--- src/rtl/scan_chain_ctrl.sv ---
// Scan test sequencer: serially loads a pattern into an FF_scan chain, pulses one
// functional capture cycle, unloads the chain and compares it against an expected vector.
module scan_chain_ctrl #(
    parameter int CHAIN_LEN = 8
) (
    input  logic                 clk,
    input  logic                 reset,
    input  logic                 start,
    input  logic [CHAIN_LEN-1:0] pattern_in,
    input  logic [CHAIN_LEN-1:0] expected,
    input  logic                 SO,
    output logic                 SE,
    output logic                 SD,
    output logic                 busy,
    output logic                 done,
    output logic                 pass,
    output logic [CHAIN_LEN-1:0] captured,
    output logic [CHAIN_LEN-1:0] mismatch
);
    localparam int CW = (CHAIN_LEN > 1) ? $clog2(CHAIN_LEN) : 1;
    localparam logic [CW-1:0] LAST_CNT = CW'(CHAIN_LEN - 1);

    typedef enum logic [2:0] {
        IDLE,
        SHIFT_IN,
        CAPTURE,
        SHIFT_OUT,
        DONE
    } state_t;

    state_t               stateReg;
    logic [CW-1:0]        bitCntReg;
    logic [CHAIN_LEN-1:0] sdShiftReg;
    logic [CHAIN_LEN-1:0] expectedReg;
    logic [CHAIN_LEN-1:0] capFull;

    // The last unload edge stores SO into bit 0, so the verdict uses that bit directly.
    assign capFull = {captured[CHAIN_LEN-1:1], SO};

    always_ff @(posedge clk) begin
        if (reset) begin
            stateReg    <= IDLE;
            bitCntReg   <= '0;
            sdShiftReg  <= '0;
            expectedReg <= '0;
            SE          <= 1'b0;
            SD          <= 1'b0;
            busy        <= 1'b0;
            done        <= 1'b0;
            pass        <= 1'b0;
            captured    <= '0;
            mismatch    <= '0;
        end else begin
            done <= 1'b0;
            case (stateReg)
                // DONE's closing edge may accept the next test so back-to-back runs keep a 2N+2 period.
                IDLE, DONE: begin
                    SE   <= 1'b0;
                    SD   <= 1'b0;
                    busy <= 1'b0;
                    stateReg <= IDLE;
                    if (start) begin
                        stateReg    <= SHIFT_IN;
                        bitCntReg   <= '0;
                        expectedReg <= expected;
                        sdShiftReg  <= pattern_in << 1;
                        SE          <= 1'b1;
                        SD          <= pattern_in[CHAIN_LEN-1];
                        busy        <= 1'b1;
                        pass        <= 1'b0;
                    end
                end
                SHIFT_IN: begin
                    if (bitCntReg == LAST_CNT) begin
                        stateReg  <= CAPTURE;
                        bitCntReg <= '0;
                        SE        <= 1'b0;
                        SD        <= 1'b0;
                    end else begin
                        bitCntReg  <= bitCntReg + 1'b1;
                        SD         <= sdShiftReg[CHAIN_LEN-1];
                        sdShiftReg <= sdShiftReg << 1;
                    end
                end
                CAPTURE: begin
                    stateReg  <= SHIFT_OUT;
                    bitCntReg <= '0;
                    SE        <= 1'b1;
                    SD        <= 1'b0;
                end
                SHIFT_OUT: begin
                    captured[LAST_CNT - bitCntReg] <= SO;
                    if (bitCntReg == LAST_CNT) begin
                        stateReg  <= DONE;
                        bitCntReg <= '0;
                        SE        <= 1'b0;
                        done      <= 1'b1;
                        pass      <= (capFull == expectedReg);
                        mismatch  <= capFull ^ expectedReg;
                    end else begin
                        bitCntReg <= bitCntReg + 1'b1;
                    end
                end
                default: begin
                    stateReg <= IDLE;
                    SE       <= 1'b0;
                    SD       <= 1'b0;
                    busy     <= 1'b0;
                end
            endcase
        end
    end
endmodule

--- config.mk ---
export PLATFORM = sky130hd
export DESIGN_NAME = scan_chain_ctrl
export DESIGN_NICKNAME = d
export VERILOG_FILES = /design/src/rtl/scan_chain_ctrl.sv
export SDC_FILE = /design/constraint.sdc
export NUM_CORES = 1
export LEC_CHECK = 0
export ABC_AREA = 1
export CAP_MARGIN = 20
export CORE_ASPECT_RATIO = 1.5
export CORE_UTILIZATION = 53
export CTS_CLUSTER_DIAMETER = 100
export DETAILED_ROUTE_END_ITERATION = 8
export PLACE_DENSITY = 0.83
export REMOVE_ABC_BUFFERS = 1
export SYNTH_ARGS = -nofsm -noshare
export SYNTH_HDL_FRONTEND = slang
export SYNTH_SLANG_ARGS = --single-unit
--- constraint.sdc ---
create_clock -name clk -period 3 [get_ports clk]
set_clock_uncertainty 0.05 [all_clocks]
set_input_delay 0.6 -clock clk [delete_from_list [all_inputs] [get_ports clk]]
set_output_delay 0.6 -clock clk [all_outputs]
set_load 0.01 [all_outputs]
==> impl_metrics.csv, run 1 <==
group,metric,value,unit
die,coreArea,0.003383,sq mm
worst_setup_path,cp-start-kind,"input pin",
detailed_routing,via_per_inst,5.190,
logic_synthesis,synth_compound_area_share,17.91,%
sta,drv_slew,0,
logic_synthesis,synth_common_cells,"nand2_1, dfxtp_1, o21ai_0, a21oi_1",
logic_synthesis,synth_area_leaders,"dfxtp_1, nand2_1, o21ai_0, a21oi_1, inv_1",
clock_network,cts_tree,"done",
logic_synthesis,async_flop_share,0,%
sta,holdWs,0.4241,ns
logic_synthesis,ys_ff_latch,42,
die,io_pins,41,
global_route,grt_max_degree,27,
sta,fmax,0.5286,GHz
power,p_leak,1.001,nW
logic_synthesis,synth-simple-area-share,26.27,%
detailed_routing,drtIter0Drc,49,
sta,period_needed,1.892,ns
clock_network,max-clock-path-buffers,2,
global_route,grt_usage,23.79,%
logic_synthesis,syn_avg_cell_area,7.227,sq um
sta,fin_crit_sh,63.06,%
logic_synthesis,synth-seq-area-share,44.92,%
finish,drive_above_1_share,8.667,%
logic_synthesis,netlist_area,0.001872,sq mm
finish,nets,321,
logic_synthesis,synthFlopType,"dfxtp_1",
die,rows,26,
die,die_width,50.52,microns
worst_setup_path,cp_data_arrival_time,2.06,ns
die,start_util,55.33,%
global_route,grt_antenna_before_repair,0,
finish,antenna_cells,0,
place,gp_congestion,0.8038,
clock_network,cts.sinks,42,
global_route,grt-ovfl-total,0,
finish,stdcell_count,342,
sta,setup_tns,0,ns
sta,worstMarginPinSlew,0.6595,ns
logic_synthesis,yosysTopAreaCell,"dfxtp_1",
logic_synthesis,synthMuxAreaShare,0,%
finish,syn_to_final_growth,27.21,%
clock_network,cts_hold_buf,0,
detailed_routing,dr_total_vias,1775,
clock_network,htreeDepth,2,
power,power_density,464.1,mW/mm^2
finish,fill_cells,308,
die,dieHeight,74.79,microns
clock_network,clock_insertion_delay_worst_skew,0.29,ns
detailed_routing,totalWireLength,3902,microns
sta,finalHoldViolCount,0,
sta,setup_viol,0,
worst_setup_path,crit_required,3.17,ns
detailed_routing,avgRoutedWirePerCell,11.41,microns
detailed_routing,ant_nets,0,
die,die_area,0.003778,sq mm
finish,finish.utilization,70.38,%
run_status,violations,"design-rule violations",
clock_network,path_clk_slew,0.08,ns
detailed_routing,first_pass_iters,6,
worst_setup_path,crit_path_end_kind,"flip-flop",
place,dp_hpwl,2819,microns
global_route,grt_pass1_wl,6893,microns
clock_network,cts_made_buffers,5,
clock_network,cts_root_buffer,"clkbuf_8",
logic_synthesis,synth_top_family_by_area,"simple AND/OR/NAND/NOR gates",
detailed_routing,remaining_drc_errors,1,
logic_synthesis,synth_edf_count,0,
worst_hold_path,hp-class,"flip-flop to flip-flop",
logic_synthesis,synth-xor-area-share,0.4679,%
logic_synthesis,synthAdderAreaFrac,1.337,%
clock_network,cts_resized,0,
sta,slew_headroom,55.99,%
logic_synthesis,yosysMostFrequentCell,"nand2_1",
worst_setup_path,path_max_fanout,26,
sta,rsz0062_at_grt,"no",
run_status,status,"finished, violations left",
logic_synthesis,ys_warn_count,0,
clock_network,cts_setup_buffers,0,
logic_synthesis,synth_cell_type_count,27,
worst_setup_path,crit_type,"input pin to flip-flop",
power,ir_drop,0.3266,mV
place,dp_cells,334,
place,port_buffers,40,
logic_synthesis,syn-instance-count,259,
logic_synthesis,synth_top_area_share,44.92,%
job,cap_violations,0,
global_route,grt_pass1_vias,1651,
path summary, 6_finish.rpt:
check	startpoint	endpoint	slack [ns]	cells after the start
min	expectedReg[1]	expectedReg[1]	0.42	2
max	reset	mismatch[5]	1.11	5
min reg2reg	expectedReg[1]	expectedReg[1]	0.42	2
max reg2reg	bitCntReg[1]	pass	1.25	10
stage by stage:
step	cell area, sq um	setup WS, ns	total power, mW
floorplan	1826	1.583	0.6877
finish	2381	1.108	1.105
global route	2381	0.9370	1.157
CTS	2381	1.120	1.114
global placement	2286	0.8761	0.7415
detailed placement	2286	0.8327	0.7460
report_power, final:
| part | internal, mW | total (mW) | switching, mW |
|---|---|---|---|
| registers | 0.581 | 0.596 | 0.0142 |
| clock network | 0.185 | 0.373 | 0.188 |
| logic | 0.0591 | 0.137 | 0.0776 |
| total | 0.825 | 1.10 | 0.280 |
worst max-delay path, stage by stage:
cell and delay (ns):
clkdlybuf4s50_1 0.40, buf_4 0.19, inv_1 0.50, o21ai_0 0.19, a31oi_1 0.17
cell type report:
type | count | area (sq um) | share of cell area (%)
timing repair buffer | 41 | 407.9 | 17.13
tap | 42 | 52.55 | 2.207
clock buffer | 6 | 82.58 | 3.468
inverter | 33 | 123.9 | 5.202
clock inverter | 2 | 12.51 | 0.5255
sequential | 42 | 840.8 | 35.31
multi-input combinational | 176 | 860.8 | 36.15
flip-flops by register name (all words and copies together), names as in the netlist:
register and count:
busy 1, mismatch 8, bitCntReg 3, sdShiftReg 7
done 1, SD 1, captured 8, pass 1
expectedReg 8, SE 1, stateReg 3
cell usage in the layout (no fill, tap or decap), types with 2 or more instances in the layout:
| cell type | instances |
|---|---|
| a21oi_1 | 28 |
| clkbuf_8 | 6 |
| clkdlybuf4s50_1 | 40 |
| dfxtp_1 | 42 |
| ha_1 | 2 |
| inv_1 | 26 |
| inv_2 | 7 |
| nand2_1 | 60 |
| nand3_1 | 13 |
| nor2_1 | 26 |
| nor2_2 | 2 |
| nor2_4 | 2 |
| o21ai_0 | 32 |
cell families (layout without fill, tap and decap cells):
logic type,after synthesis,in the layout
and+or+nand+nor,109,109
AOI/OAI and AO/OA,64,64
DFF,42,42
buffers and inverters,41,82
adders and majority gates,2,2
xor gates and xnor gates,1,1
metal layers:
layer / routed length [microns] / global-route usage [%] / up-vias
met1: 1570 / 25.25 / 805
met2: 2112 / 46.81 / 52
met4: 51 / 7.407 / 0
li1: - / - / 911
met5: 0 / 0 / -
met3: 169 / 4.242 / 7
(Power assumes the default switching activity.)
==> run 2, diff against run 1 <==
Settings changed: CORE_UTILIZATION 53 to 50, PLACE_DENSITY 0.83 to 0.79.
Clock period 3 ns to 1.8 ns, I/O delays scaled along.
==> impl_metrics.csv, run 2 (same netlist as run 1, synthesis figures left out) <==
group,metric,value,unit
power,p_clk_share,37.3,%
global_route,grt_usage,23.24,%
detailed_routing,via_per_inst,5.101,
detailed_routing,drtIter0Drc,87,
global_route,grt-ovfl-total,0,
worst_hold_path,holdPathEnd,"sdShiftReg[1]",
sta,rsz0062_at_grt,"no",
clock_network,cts_tree,"done",
worst_hold_path,hp-class,"flip-flop to flip-flop",
worst_setup_path,critPathTopFamily,"simple AND/OR/NAND/NOR gates",
finish,finish.utilization,69.66,%
finish,antenna_cells,0,
worst_setup_path,crit_path_end_kind,"flip-flop",
finish,nets,325,
clock_network,cts.sinks,42,
sta,worstMarginPinSlew,0.4476,ns
clock_network,cts_made_buffers,5,
sta,setup_tns,0,ns
power,switchingPower,483.4,uW
detailed_routing,totalWireLength,4226,microns
clock_network,clock_insertion_delay_worst_skew,0.29,ns
clock_network,htreeDepth,2,
die,start_util,53.77,%
sta,fin_crit_sh,91.04,%
global_route,grt_pass1_vias,1621,
clock_network,cts_resized,0,
global_route,grt_antenna_before_repair,0,
worst_setup_path,cp-start-kind,"flip-flop",
finish,multi_input_area,860.8,sq um
power,power_frac_seq,50.5,%
clock_network,cts_setup_buffers,0,
sta,drv_slew,0,
detailed_routing,remaining_drc_errors,0,
power,power_frac_comb,12.2,%
worst_hold_path,min-delay-start,"sdShiftReg[1]",
clock_network,cts_hold_buf,0,
worst_setup_path,rr_worst_depth,7,
power,switching_share,24.59,%
die,coreArea,0.003481,sq mm
finish,reg_top3,"captured x8, expectedReg x8, mismatch x8",
global_route,grt_pass1_wl,6969,microns
detailed_routing,first_pass_iters,4,
job,cap_violations,0,
worst_setup_path,cp_data_arrival_time,1.83,ns
die,rows,26,
power,internal-power,1.482,mW
power,p_leak,1.031,nW
clock_network,max-clock-path-buffers,2,
worst_setup_path,crit_type,"flip-flop to flip-flop",
worst_setup_path,path_max_fanout,4,
sta,fmax,0.6102,GHz
worst_setup_path,worst_path_max_delay_cell,"nor3_1",
die,die_area,0.003997,sq mm
global_route,grt_max_degree,17,
finish,drive_above_1_share,9.868,%
worst_hold_path,hold_depth,2,
sta,finalHoldViolCount,0,
clock_network,cts_root_buffer,"clkbuf_8",
finish,final_common_cell,"nand2_1",
run_status,status,"completed",
finish,syn_to_final_growth,29.55,%
finish,final_cell_mix,"nand2_1, dfxtp_1, clkdlybuf4s50_1, o21ai_0, a21oi_1",
finish,fill_cells,323,
worst_setup_path,cp_num_buf_inv,1,
sta,slew_headroom,69.93,%
sta,period_needed,1.639,ns
worst_setup_path,rr_endpoint,"SD",
worst_setup_path,r2r_setup_slack,0.16,ns
power,power_density,810.7,mW/mm^2
worst_setup_path,startpoint,"bitCntReg[0]",
sta,setup_viol,0,
detailed_routing,dr_total_vias,1765,
die,die_width,51.96,microns
detailed_routing,ant_nets,0,
detailed_routing,avgRoutedWirePerCell,12.21,microns
power,ir_drop,0.7602,mV
place,port_buffers,40,
worst_setup_path,r2r_start,"bitCntReg[0]",
worst_setup_path,crit_chain,"ha_1 -> ha_1 -> nor3_1 -> nand3_1 -> nand3_1 -> nand2_1 -> inv_1",
clock_network,path_clk_slew,0.08,ns
place,gp_congestion,0.9264,
worst_setup_path,slowest_delay,0.41,ns
die,dieHeight,76.94,microns
die,io_pins,41,
place,dp_hpwl,3194,microns
worst_setup_path,crit_required,1.99,ns
finish,seq_area,840.8,sq um
run 2: changes by cell type in the layout (fill, tap and decap cells not counted):
cell,change
buf_4,+4
bufinv_16,+1
clkbuf_8,-1
clkinv_2,+1
clkinvlp_4,-1
run 2: final cells by class:
cell class / instances / share of cell area [%]
clock buffers: 5 / 2.838
clock inverters: 3 / 1.651
inverters: 33 / 5.108
multi-input cells: 176 / 35.50
flip-flops and latches: 42 / 34.67
well taps: 42 / 2.167
repair buffers: 45 / 18.06
run 2: power by group through the flow:
stage	Combinational (mW)	Sequential (mW)	Clock [mW]
2_1_floorplan	0.135	1.01	0
3_3_place_gp	0.237	1.01	0
3_5_place_dp	0.241	1.01	0
4_1_cts	0.242	0.993	0.742
5_1_grt	0.271	0.998	0.792
6_report	0.240	0.993	0.732
run 2: worst max path at each step:
stage / slack, ns / end / cells after the start
global route: 0.009 / pass / 10
CTS: 0.16 / captured[2] / 1
global placement: 0.18 / bitCntReg[1] / 6
finish: 0.16 / SD / 7
detailed placement: 0.14 / stateReg[0] / 6
floorplan: 0.38 / SD / 7
run 2: per-layer routing:
| metal | GRT usage [%] | share of wire [%] |
|---|---|---|
| met2 | 40.64 | 54 |
| met1 | 25.43 | 41 |
| met3 | 4.563 | 3.9 |
| met4 | 11.35 | 1.7 |
| met5 | 0 | 0 |
run 2: worst reg2reg max path, stage by stage (launching register included):
cell     delay (ns)
dfxtp_1        0.34
ha_1           0.22
ha_1           0.25
nor3_1         0.41
nand3_1        0.13
nand3_1        0.09
nand2_1        0.05
inv_1          0.04
run 2: through the flow:
| stage | setup slack, ns | hold slack (ns) | instance area (sq um) | instances | power (mW) |
|---|---|---|---|---|---|
| global placement | 0.1835 | 0.4012 | 2316 | 338 | 1.251 |
| global route | 0.008877 | 0.4414 | 2425 | 346 | 2.061 |
| CTS | 0.1596 | 0.4179 | 2425 | 346 | 1.977 |
| detailed placement | 0.1441 | 0.4075 | 2316 | 338 | 1.255 |
| floorplan | 0.3828 | 0.3791 | 1826 | 251 | 1.146 |
| finish | 0.1613 | 0.4137 | 2425 | 346 | 1.966 |
==> run 3, diff against run 2 <==
Settings changed: PLACE_DENSITY 0.79 to not set, PLACE_DENSITY_LB_ADDON set to 0.08.
==> impl_metrics.csv, run 3 (same netlist as run 1, synthesis figures left out) <==
group,metric,value,unit
run_status,status,"completed",
sta,finalHoldViolCount,0,
worst_setup_path,slowest_delay,0.56,ns
sta,fmax,0.6075,GHz
sta,fin_crit_sh,91.45,%
detailed_routing,via_per_inst,5.046,
sta,rsz0062_at_grt,"no",
worst_setup_path,cp.depth,1,
worst_setup_path,crit_required,1.39,ns
finish,final_common_cell,"nand2_1",
clock_network,cts_made_buffers,5,
worst_setup_path,r2r_setup_slack,0.16,ns
worst_hold_path,hp-class,"flip-flop to flip-flop",
clock_network,cts_tree,"done",
finish,antenna_cells,0,
worst_setup_path,cp_data_arrival_time,1.24,ns
place,dp_slack,0.1733,ns
die,die_area,0.003997,sq mm
worst_setup_path,path_max_fanout,4,
clock_network,htreeDepth,2,
global_route,grt_antenna_before_repair,0,
power,power_density,807.7,mW/mm^2
finish,stdcell_count,346,
place,port_buffers,40,
clock_network,max-clock-path-buffers,2,
worst_setup_path,worst_path_max_delay_cell,"clkdlybuf4s50_1",
global_route,grt-ovfl-total,0,
worst_setup_path,rr_endpoint,"pass",
power,ir_drop,0.7516,mV
detailed_routing,remaining_drc_errors,0,
detailed_routing,first_pass_iters,4,
worst_setup_path,cp_num_buf_inv,1,
die,coreArea,0.003481,sq mm
worst_setup_path,startpoint,"captured[5]",
worst_setup_path,crit_type,"flip-flop to primary output",
global_route,grt_usage,22.53,%
clock_network,cts_hold_buf,0,
global_route,grt_max_degree,27,
finish,drive_above_1_share,9.539,%
finish,final_cell_mix,"nand2_1, dfxtp_1, clkdlybuf4s50_1, o21ai_0, a21oi_1",
sta,drv_slew,0,
worst_setup_path,crit_path_end_kind,"primary output",
worst_hold_path,holdPathEnd,"expectedReg[6]",
sta,worstMarginPinSlew,0.3867,ns
global_route,grt_pass1_vias,1588,
sta,slew_headroom,74.19,%
die,die_width,51.96,microns
sta,period_needed,1.646,ns
sta,setup_viol,0,
clock_network,clock_insertion_delay_worst_skew,0.30,ns
finish,syn_to_final_growth,29.55,%
worst_setup_path,cp-start-kind,"flip-flop",
finish,nets,325,
place,dp_cells,338,
die,rows,26,
die,dieHeight,76.94,microns
clock_network,cts_root_buffer,"clkbuf_8",
detailed_routing,drtIter0Drc,42,
worst_setup_path,rr_worst_depth,10,
global_route,grt_pass1_wl,6672,microns
finish,reg_top3,"captured x8, expectedReg x8, mismatch x8",
sta,setup_tns,0,ns
detailed_routing,ant_nets,0,
power,p_leak,1.023,nW
place,dp_hpwl,2898,microns
detailed_routing,dr_total_vias,1746,
worst_setup_path,crit_chain,"clkdlybuf4s50_1",
die,io_pins,41,
sta,final.setup.worst_slack,0.1539,ns
worst_setup_path,critPathTopFamily,"buffers and inverters",
clock_network,path_clk_slew,0.07,ns
clock_network,cts.sinks,42,
job,cap_violations,0,
place,gp_congestion,0.8505,
detailed_routing,totalWireLength,4060,microns
worst_setup_path,r2r_start,"bitCntReg[1]",
worst_hold_path,min-delay-start,"expectedReg[6]",
worst_hold_path,hold_depth,2,
detailed_routing,avgRoutedWirePerCell,11.73,microns
die,start_util,53.77,%
## run 3: cell count changes in the layout (fill, tap and decap cells not counted), sizes merged
cell / delta
clkbuf: +2
clkinv: -2
## run 3: layer usage
layer	global-route usage, %	vias to the layer above	share of wire (%)
li1	-	916	-
met1	22.86	791	41
met2	41.28	33	55
met3	5.952	6	3.1
met4	8.919	0	1.7
met5	0	-	0
## run 3: area by class of cell
| cell class | count | area [sq um] |
|---|---|---|
| Fill cell | 300 | 1056 |
| Sequential cell | 42 | 840.8 |
| Timing Repair Buffer | 45 | 437.9 |
| Clock inverter | 1 | 30.03 |
| Tap cell | 42 | 52.55 |
| Clock buffer | 7 | 76.32 |
| Inverter | 33 | 123.9 |
| Multi-Input combinational cell | 176 | 863.3 |
## run 3: timing repair
item                                    in CTS  in global routing
resized for setup                            0                  1
endpoints found under the setup margin       0                  1
buffers inserted                             0                  0
## run 3: worst max path at each step
stage / endpoint / slack [ns]
3_3_place_gp: expectedReg[4] / 0.18
6_report: captured[5] / 0.15
4_1_cts: pass / 0.14
3_5_place_dp: bitCntReg[1] / 0.17
5_1_grt: pass / 0.02
2_1_floorplan: SD / 0.38
## run 3: metrics by stage
step                      hold slack [ns]  instance area (sq um)  utilization (%)  power [mW]
after floorplan                    0.3791                   1826                -       1.146
after global placement             0.4030                   2316            66.53       1.249
after detailed placement           0.4052                   2316            66.53       1.252
after CTS                          0.4195                   2422            69.59       1.974
after global routing               0.4419                   2425            69.66       2.033
final                              0.4163                   2425            69.66       1.958
## run 3: report_power, final
group	internal (mW)	switching [mW]	leakage, nW
Clock	0.415	0.314	0.0524
Combinational	0.106	0.133	0.628
Sequential	0.969	0.0225	0.343
Total	1.49	0.469	1.02
